--- config.mk ---
export PLATFORM = sky130hd
export DESIGN_NAME = alu_mul_sequencer
export DESIGN_NICKNAME = d
export VERILOG_FILES = /design/src/rtl/alu_mul_sequencer.sv
export SDC_FILE = /design/constraint.sdc
export NUM_CORES = 1
export LEC_CHECK = 0
export ABC_AREA = 1
export ABC_CLOCK_PERIOD_IN_PS = 7070
export BUFFER_PORTS_ARGS = -buffer_cell sky130_fd_sc_hd__buf_2
export CAP_MARGIN = 20
export CORE_UTILIZATION = 35
export DETAILED_ROUTE_END_ITERATION = 8
export SYNTH_ARGS = -nofsm -noshare
export SYNTH_HDL_FRONTEND = slang
export SYNTH_SLANG_ARGS = --single-unit
export TNS_END_PERCENT = 30
--- constraint.sdc ---
create_clock -name clk -period 7.07 [get_ports clk]
set_input_delay 0.707 -clock clk [delete_from_list [all_inputs] [get_ports clk]]
set_output_delay 0.707 -clock clk [all_outputs]
set_load 0.02 [all_outputs]
--- src/rtl/alu_mul_sequencer.sv ---
// Shift-and-add unsigned multiplier (low N bits of a*b) that sequences a single
// shared ALU through OR/ADD/SLL/SRL, one operation per cycle.

module alu #(
  parameter int N = 32
) (
  input  logic [3:0]   control,
  input  logic [N-1:0] a,
  input  logic [N-1:0] b,
  output logic [N-1:0] result,
  output logic         zero,
  output logic         overflow
);
  localparam int SHW = $clog2(N);

  // overflow reports the unsigned carry-out of ADD and is 0 for every other op
  always_comb begin
    result   = '0;
    overflow = 1'b0;
    case (control)
      4'b0000: result = a & b;
      4'b0010: result = a | b;
      4'b1000: {overflow, result} = {1'b0, a} + {1'b0, b};
      4'b0101: result = a << b[SHW-1:0];
      4'b0110: result = a >> b[SHW-1:0];
      default: result = '0;
    endcase
    zero = (result == '0);
  end
endmodule

module alu_mul_sequencer #(
  parameter int N = 32
) (
  input  logic         clk,
  input  logic         rst,
  input  logic         in_valid,
  output logic         in_ready,
  input  logic [N-1:0] a,
  input  logic [N-1:0] b,
  output logic         out_valid,
  input  logic         out_ready,
  output logic [N-1:0] product,
  output logic         overflow,
  output logic         busy
);
  localparam logic [2:0] IDLE = 3'd0;
  localparam logic [2:0] TEST = 3'd1;
  localparam logic [2:0] ADD  = 3'd2;
  localparam logic [2:0] SHL  = 3'd3;
  localparam logic [2:0] SHR  = 3'd4;
  localparam logic [2:0] DONE = 3'd5;

  localparam logic [3:0] OP_OR  = 4'b0010;
  localparam logic [3:0] OP_ADD = 4'b1000;
  localparam logic [3:0] OP_SLL = 4'b0101;
  localparam logic [3:0] OP_SRL = 4'b0110;

  localparam logic [N-1:0] ONE = {{(N-1){1'b0}}, 1'b1};

  logic [2:0]   state;
  logic [N-1:0] acc;
  logic [N-1:0] mcand;
  logic [N-1:0] mplier;
  logic         ovf;

  logic [3:0]   alu_control;
  logic [N-1:0] alu_a;
  logic [N-1:0] alu_b;
  logic [N-1:0] alu_result;
  logic         alu_zero;
  logic         alu_overflow;

  alu #(.N(N)) u_alu (
    .control  (alu_control),
    .a        (alu_a),
    .b        (alu_b),
    .result   (alu_result),
    .zero     (alu_zero),
    .overflow (alu_overflow)
  );

  // In IDLE/DONE the ALU idles on ADD acc+mcand; its result is ignored there
  always_comb begin
    alu_control = OP_ADD;
    alu_a       = acc;
    alu_b       = mcand;
    case (state)
      TEST: begin
        alu_control = OP_OR;
        alu_a       = mplier;
        alu_b       = '0;
      end
      SHL: begin
        alu_control = OP_SLL;
        alu_a       = mcand;
        alu_b       = ONE;
      end
      SHR: begin
        alu_control = OP_SRL;
        alu_a       = mplier;
        alu_b       = ONE;
      end
      default: ;
    endcase
  end

  // A bit shifted out of mcand only matters if a higher multiplier bit would still add it
  always_ff @(posedge clk) begin
    if (rst) begin
      state  <= IDLE;
      acc    <= '0;
      mcand  <= '0;
      mplier <= '0;
      ovf    <= 1'b0;
    end else begin
      case (state)
        IDLE: begin
          if (in_valid) begin
            mcand  <= a;
            mplier <= b;
            acc    <= '0;
            ovf    <= 1'b0;
            state  <= TEST;
          end
        end
        TEST: begin
          if (alu_zero)       state <= DONE;
          else if (mplier[0]) state <= ADD;
          else                state <= SHL;
        end
        ADD: begin
          acc   <= alu_result;
          ovf   <= ovf | alu_overflow;
          state <= SHL;
        end
        SHL: begin
          mcand <= alu_result;
          ovf   <= ovf | (mcand[N-1] & (|mplier[N-1:1]));
          state <= SHR;
        end
        SHR: begin
          mplier <= alu_result;
          state  <= TEST;
        end
        DONE: begin
          if (out_ready) state <= IDLE;
        end
        default: state <= IDLE;
      endcase
    end
  end

  assign in_ready  = (state == IDLE);
  assign out_valid = (state == DONE);
  assign busy      = (state == TEST) | (state == ADD) | (state == SHL) | (state == SHR);
  assign product   = acc;
  assign overflow  = ovf;
endmodule

**Yosys cells after proc, flatten, opt, wreduce, memory -nomap -nowiden**

Cells that the tools add are included.

- Add/sub/neg operators: 1
- Eq/ne operators: 11
- Shift-type cells: 2
- Mux-type cells: 18
- Bitwise gates (word level): 8
- Reductions and logical operators: 15

Operator list:

| operator | count |
|---|---|
| 32-bit case mux with 2 select lines | 5 |
| 32-bit case mux with 5 select lines | 1 |
| 32-bit two-way mux | 3 |
| 32-bit by 32-bit adder with 33-bit output | 1 |
| 32-bit AND | 1 |
| 32-bit zero test | 1 |
| 32-bit bitwise OR | 1 |
| 32-bit by 5-bit left shift with 32-bit output | 1 |
| 32-bit by 5-bit right shift with 32-bit output | 1 |
| 31-bit OR reduction | 1 |
| 3-bit case mux with 6 select lines | 1 |
| 4-bit case mux with 3 select lines | 1 |
| 2-bit AND reduction | 5 |
| 3-bit two-way mux | 3 |
| 4-bit by 3-bit == test with 1-bit output (second input constant) | 2 |
| 3-bit by 2-bit == test with 1-bit output (second input constant) | 2 |
| 3-bit == test (second input constant) | 2 |
| 2-bit nonzero test | 3 |
| 1-bit bitwise OR | 5 |
| 4-bit by 2-bit == test with 1-bit output (second input constant) | 1 |
| 4-bit == test (second input constant) | 1 |
| 4-bit zero test | 1 |
| 2-bit OR reduction | 2 |
| 3-bit by 1-bit == test with 1-bit output (second input constant) | 1 |
| 7 further kinds | 9 |

- Flip-flop bits (word level): 100
- Input bits: 68
- Output and inout port bits: 36
- Word-level logic and storage cells: 60

**Longest topological paths before layout**

- Depth after elaboration: 8
- Gate-level depth with buffers: 33
- Mapped depth without buffers: 32

**Hierarchy**

Synthesis repeated with hierarchy kept, for this count alone.

- Cell total of the unflattened synthesis: 2223
- Area total of the unflattened synthesis: 12190.4 µm²

By module, submodules not included:

| module | times used | cells an instance | area each (µm²) | sequential area each (µm²) |
|---|---|---|---|---|
| alu | 1 | 1449 | 7139.3 | 0.0 |
| alu_mul_sequencer | 1 | 774 | 5051.1 | 2001.9 |

**Worst setup path before layout**

No wires, ideal clock.

- Path type: register -> register
- Start: reg state[0]
- End: reg state[0]
- Library setup time: 67 ps
- Arrival: 3931 ps
- Data required time: 7003 ps
- Setup slack: 3072 ps
- Stages on the path, launching flop included: 27
- Path buffers: 3
- Period minus slack after synthesis: 3998 ps
- Path through: dfxtp_1 nor2_1 nand2_2 nand2_2 nor2_4 buf_4 clkbuf_1 clkbuf_1 nand2_1 ha_1 nand2_1 nor2_1 nand2_1 o21ai_0 a21oi_1 or2_2 nand3_1 nand2_1 nor2_2 nand2_1 nor2_1 nand2_1 nor2_1 nand3_1 nand2_1 nand2_1 a21oi_2

- Word-level cells in the longest chain between the ends: 8
- Elaborated cells between the ends (all ways): 28
- Classes of those cells: 1 x add/sub; 11 x eq/ne; 2 x shift; 6 x mux; 2 x bitwise; 6 x reduce/logical

RTL lines:

| what | line | RTL |
|---|---|---|
| from (decl) | 61 | `logic [2:0] state;` |
| from (signal assigned) | 111 | `state <= IDLE;` |
| from (signal assigned) | 124 | `state <= TEST;` |
| from (signal assigned) | 128 | `if (alu_zero) state <= DONE;` |
| 3-bit by 1-bit == test with 1-bit output, or another cell as far along | 88, 117 |  |
| 2-bit OR reduction (no source line) | -- |  |
| 32-bit case mux with 2 select lines | 88 | `case (state)` |
| 32-bit by 32-bit adder with 33-bit output, or another cell as far along | 23 | `4'b1000: {overflow, result} = {1'b0, a} + {1'b0, b};` |
| 32-bit case mux with 5 select lines | 20 | `case (control)` |
| 32-bit zero test | 28 | `zero = (result == '0);` |
| 3-bit two-way mux | 128 |  |
| 3-bit case mux with 6 select lines | 117 | `case (state)` |

Several ways; a longest one is shown, not always the timed one.
A chain may end at the register's enable or synchronous reset.

**Final worst setup path**

Same ends and word-level chain as after synthesis.

==> results.md <==
Synth:
- The number of storage elements in the synthesis netlist is 100.
- The number of enable-type register cells in the synthesized netlist is 0.
- The mean post-synth cell area is ~5.6 um^2.
- The Yosys step of the flow raised 0 warnings.
- After synthesis, the cell types taking the most area are nand2_1 (24%), dfxtp_1 (20%), nand3_1 (10%), ha_1 (8.2%), a21oi_1 (7.6%).
- Of all cell types, the one taking the most synthesized area is nand2_1.
- Counting flops with an async set or reset pin after synthesis yields a share of 0%.
- The number of nets handed over by synthesis was 1900.
- The cell count after synthesis is 1766.
- The sequential share of the synthesized area is 20.3%.
- In this run the cell area of the synthesized design comes to between 0.009 and 0.01 mm^2.
- In this run the biggest area consumer among cell types represents approximately 24% of the synthesized area.
- The most used flip-flop cell after synthesis is dfxtp_1.
- The number of distinct standard cells referenced by the synthesized netlist is 42.

Global route:
- The total congestion overflow is 0.
- The global-route wire length before repair is around 60000 um.
- Global routing used ~28% of the available tracks.
- Entering global routing, the biggest net connects 100 pins.
- The number of antenna violations at the first check in global routing is 0.
- The via count of the first global-routing pass was around 10000.

Critical path:
- For the worst setup path, the data required time is ~7.4 ns.
- STA classifies the critical path startpoint as a flop.
- In this design, the critical path's most frequently occurring cell is nand2_1.
- The type of the worst setup path is reg2reg.
- Data on the critical path arrives at its endpoint at between 6 and 7 ns.
- The kind of end point of the critical path is a flop.
- The slowest stage of the critical path belongs to the cell o21ai_0.
- The highest fanout seen on the critical path is 57.
- In this design, the stage delay of the slowest critical-path cell is about 0.57 ns.

Floorplanning:
- The cell row count is just over 60.
- Once the floorplan was initialized, standard cells occupied between 30% and 40% of the core.
- The die covers just under 0.03 mm^2.
- The die boundary width is 170 um.
- Pin placement for this block handled between 100 and 150 I/O pins.
- The vertical die dimension is ~170 um.
- The core region is ~0.028 mm^2.

Timing:
- The hold violation count in the final report was 0.
- The measured slew at the worst slew-check pin is 1.10 ns.
- The max-slew violation count is 0.
- The worst path uses slightly above 80% of the clock period.
- The post-route minimum period is ~5.7 ns.
- The clock skew after layout is between 0.015 and 0.02 ns.
- The worst hold margin is approximately 0.47 ns.
- In this run the tightest slew margin relative to its limit is a little over a quarter.
- In the final timing run, aggregate negative setup slack is 0 ns.
- Timing would allow up to 174 MHz.
- Setup repair after global routing left no endpoint under its margin.
- The number of failing setup endpoints in the final timing report is 0.
- The slack of the critical path is about 1.3 ns.

Clocking:
- In this run the post-CTS setup repair buffer count came out at 0.
- The CTS tree is done.
- The H-tree generated during clock tree synthesis spans 3 levels.
- Clock tree synthesis selected as its root buffer the cell clkbuf_16.
- The quantity of hold-fixing buffers added after cts is 0.
- The number of clock buffers added by TritonCTS is 9.
- The number of gates resized after cts is 0.
- The clock passes through at most 2 buffers.
- Clock-pin slew was measured on the worst setup and hold paths at roughly 0.07 ns.
- The sink count of the clock tree is 100.
- The worst-skew pair later-pin latency is around 0.38 ns.

Place:
- The number of buffers added on ports is ~100.
- After legalization and detailed placement, the total HPWL measured roughly 32000 um.
- The worst setup timing slack at the placement stage is approximately 1.5 ns.
- The routability-driven placement congestion ratio is around 0.97.
- The cell area reported after detailed placement is 0.0106 mm^2.

Layout:
- The area growth from synthesis to layout is 10.3%.
- The multi-input combinational cells in the finished layout cover a total of slightly below 0.007 mm^2.
- The sequential standard cell area is 0.00200 mm^2.
- 0 antenna diodes ended up in the layout.
- Fill cells in the final layout number between 3000 and 4000.
- After the last flow step, the layout net total stands at between 1500 and 2000.
- The post-route standard cell area excluding fillers is approximately 0.011 mm^2.
- The proportion of layout cells with a drive suffix above 1 is about 9.6%.

Route:
- In the routed design, unresolved DRC markers number 0.
- The final antenna-violating net count is 0.
- The first detailed-routing pass took 6 iterations.
- The routed wirelength normalized by instance count is about 19 um.
- The total wire length after detailed routing is a little over 40000 um.
- The vias per cell is roughly 5.4.
- The number of design-rule violations left by the first detailed-router iteration is roughly 1400.
- The total via count after detailed routing is 11800.

Pwr:
- The overall power consumption is roughly 2.7 mW.
- The leakage power total is 5.41 nW.
- The peak supply drop is approximately 120 uV.
- For this design the ratio of total power to cell area is approximately 250 mW/mm^2.

Status:
- The run finished with clean final reports.

Hold path:
- The type of the worst min-delay path is reg2reg.

Flow run:
- The total of max-cap violations is 0.
[metrics by stage]
step                std cells  util, %
floorplan                1766        -
global placement         2179     38.2
detailed placement       2179     38.2
CTS                      2193     39.2
global route             2193     39.2
finish                   2193     39.2
[cells by family after synthesis]
logic type      share of synthesized area [%]
simple gates                             45.0
compound gates                           15.7
buf+inv                                  10.6
flops                                    20.3
fa+ha+maj                                8.44
[cells in the final DEF (no fill, tap or decap), types with 12 or more instances in the layout]
cell type,instances
ha_1,65
a31oi_1,23
inv_1,176
o21ai_0,72
nor2_1,123
a21oi_1,149
buf_4,14
dfxtp_1,100
nand4_1,14
nand2_1,640
or2_2,13
nand2_2,13
buf_2,102
nand3b_1,14
nand3_1,202
o211ai_1,12
[per-layer routing]
layer | track usage [%] | routed length [um]
met1 | 37.1 | 18000
met2 | 46.1 | 18900
met3 | 3.79 | 2690
met4 | 12.0 | 1710
met5 | 0 | 0
[final cells by class]
type                       instances  share of cell area [%]
clock inverter                     4                   0.253
tap                              378                    4.34
multi-input combinational       1403                    62.9
clock buffer                      10                    2.20
inverter                         182                    6.28
timing repair buffer             116                    5.65
sequential                       100                    18.4
[worst max-delay path, delay by kind of cell, from the launching register on]
kind                     cells  cell delay, ns
flip-flops                   1            0.43
AO/OA/AOI/OAI                4            1.11
AND/OR/NAND/NOR             19            3.01
adder cells (fa/ha/maj)      2            0.75
buffers and inverters        3            0.33
[registers in the layout, indices dropped and copies added, names as in the netlist]
register  flops
mcand        32
product      32
overflow      1
mplier       32
state         3
[Yosys cell counts (3+ instances only)]
cell type / instances
o21ai_1: 3
inv_1: 176
or2_2: 13
buf_1: 9
nand2_1: 640
o211ai_1: 12
o22ai_1: 4
nand4_1: 14
nand3b_1: 14
o21bai_1: 6
inv_2: 6
buf_4: 6
a31oi_1: 23
dfxtp_1: 100
ha_1: 65
nand3_1: 202
o21ai_0: 72
a21o_1: 7
nor4_1: 8
nor3_1: 9
nor2_1: 127
nand2_2: 13
clkbuf_1: 43
or2_1: 3
buf_2: 22
a21oi_1: 149
[power breakdown]
part | switching, mW | internal, mW
registers | 0.0525 | 0.620
logic | 1.09 | 0.453
clock network | 0.238 | 0.244
[path summary, 6_finish.rpt]
kind,start,endpoint,slack [ns],cells past startpoint
setup / recovery,state[0],state[0],1.33,28
hold / removal,mcand[15],mcand[15],0.47,2
setup reg to reg,state[0],state[0],1.33,28
hold reg to reg,mcand[15],mcand[15],0.47,2
Power figures use the tool's default switching activity.
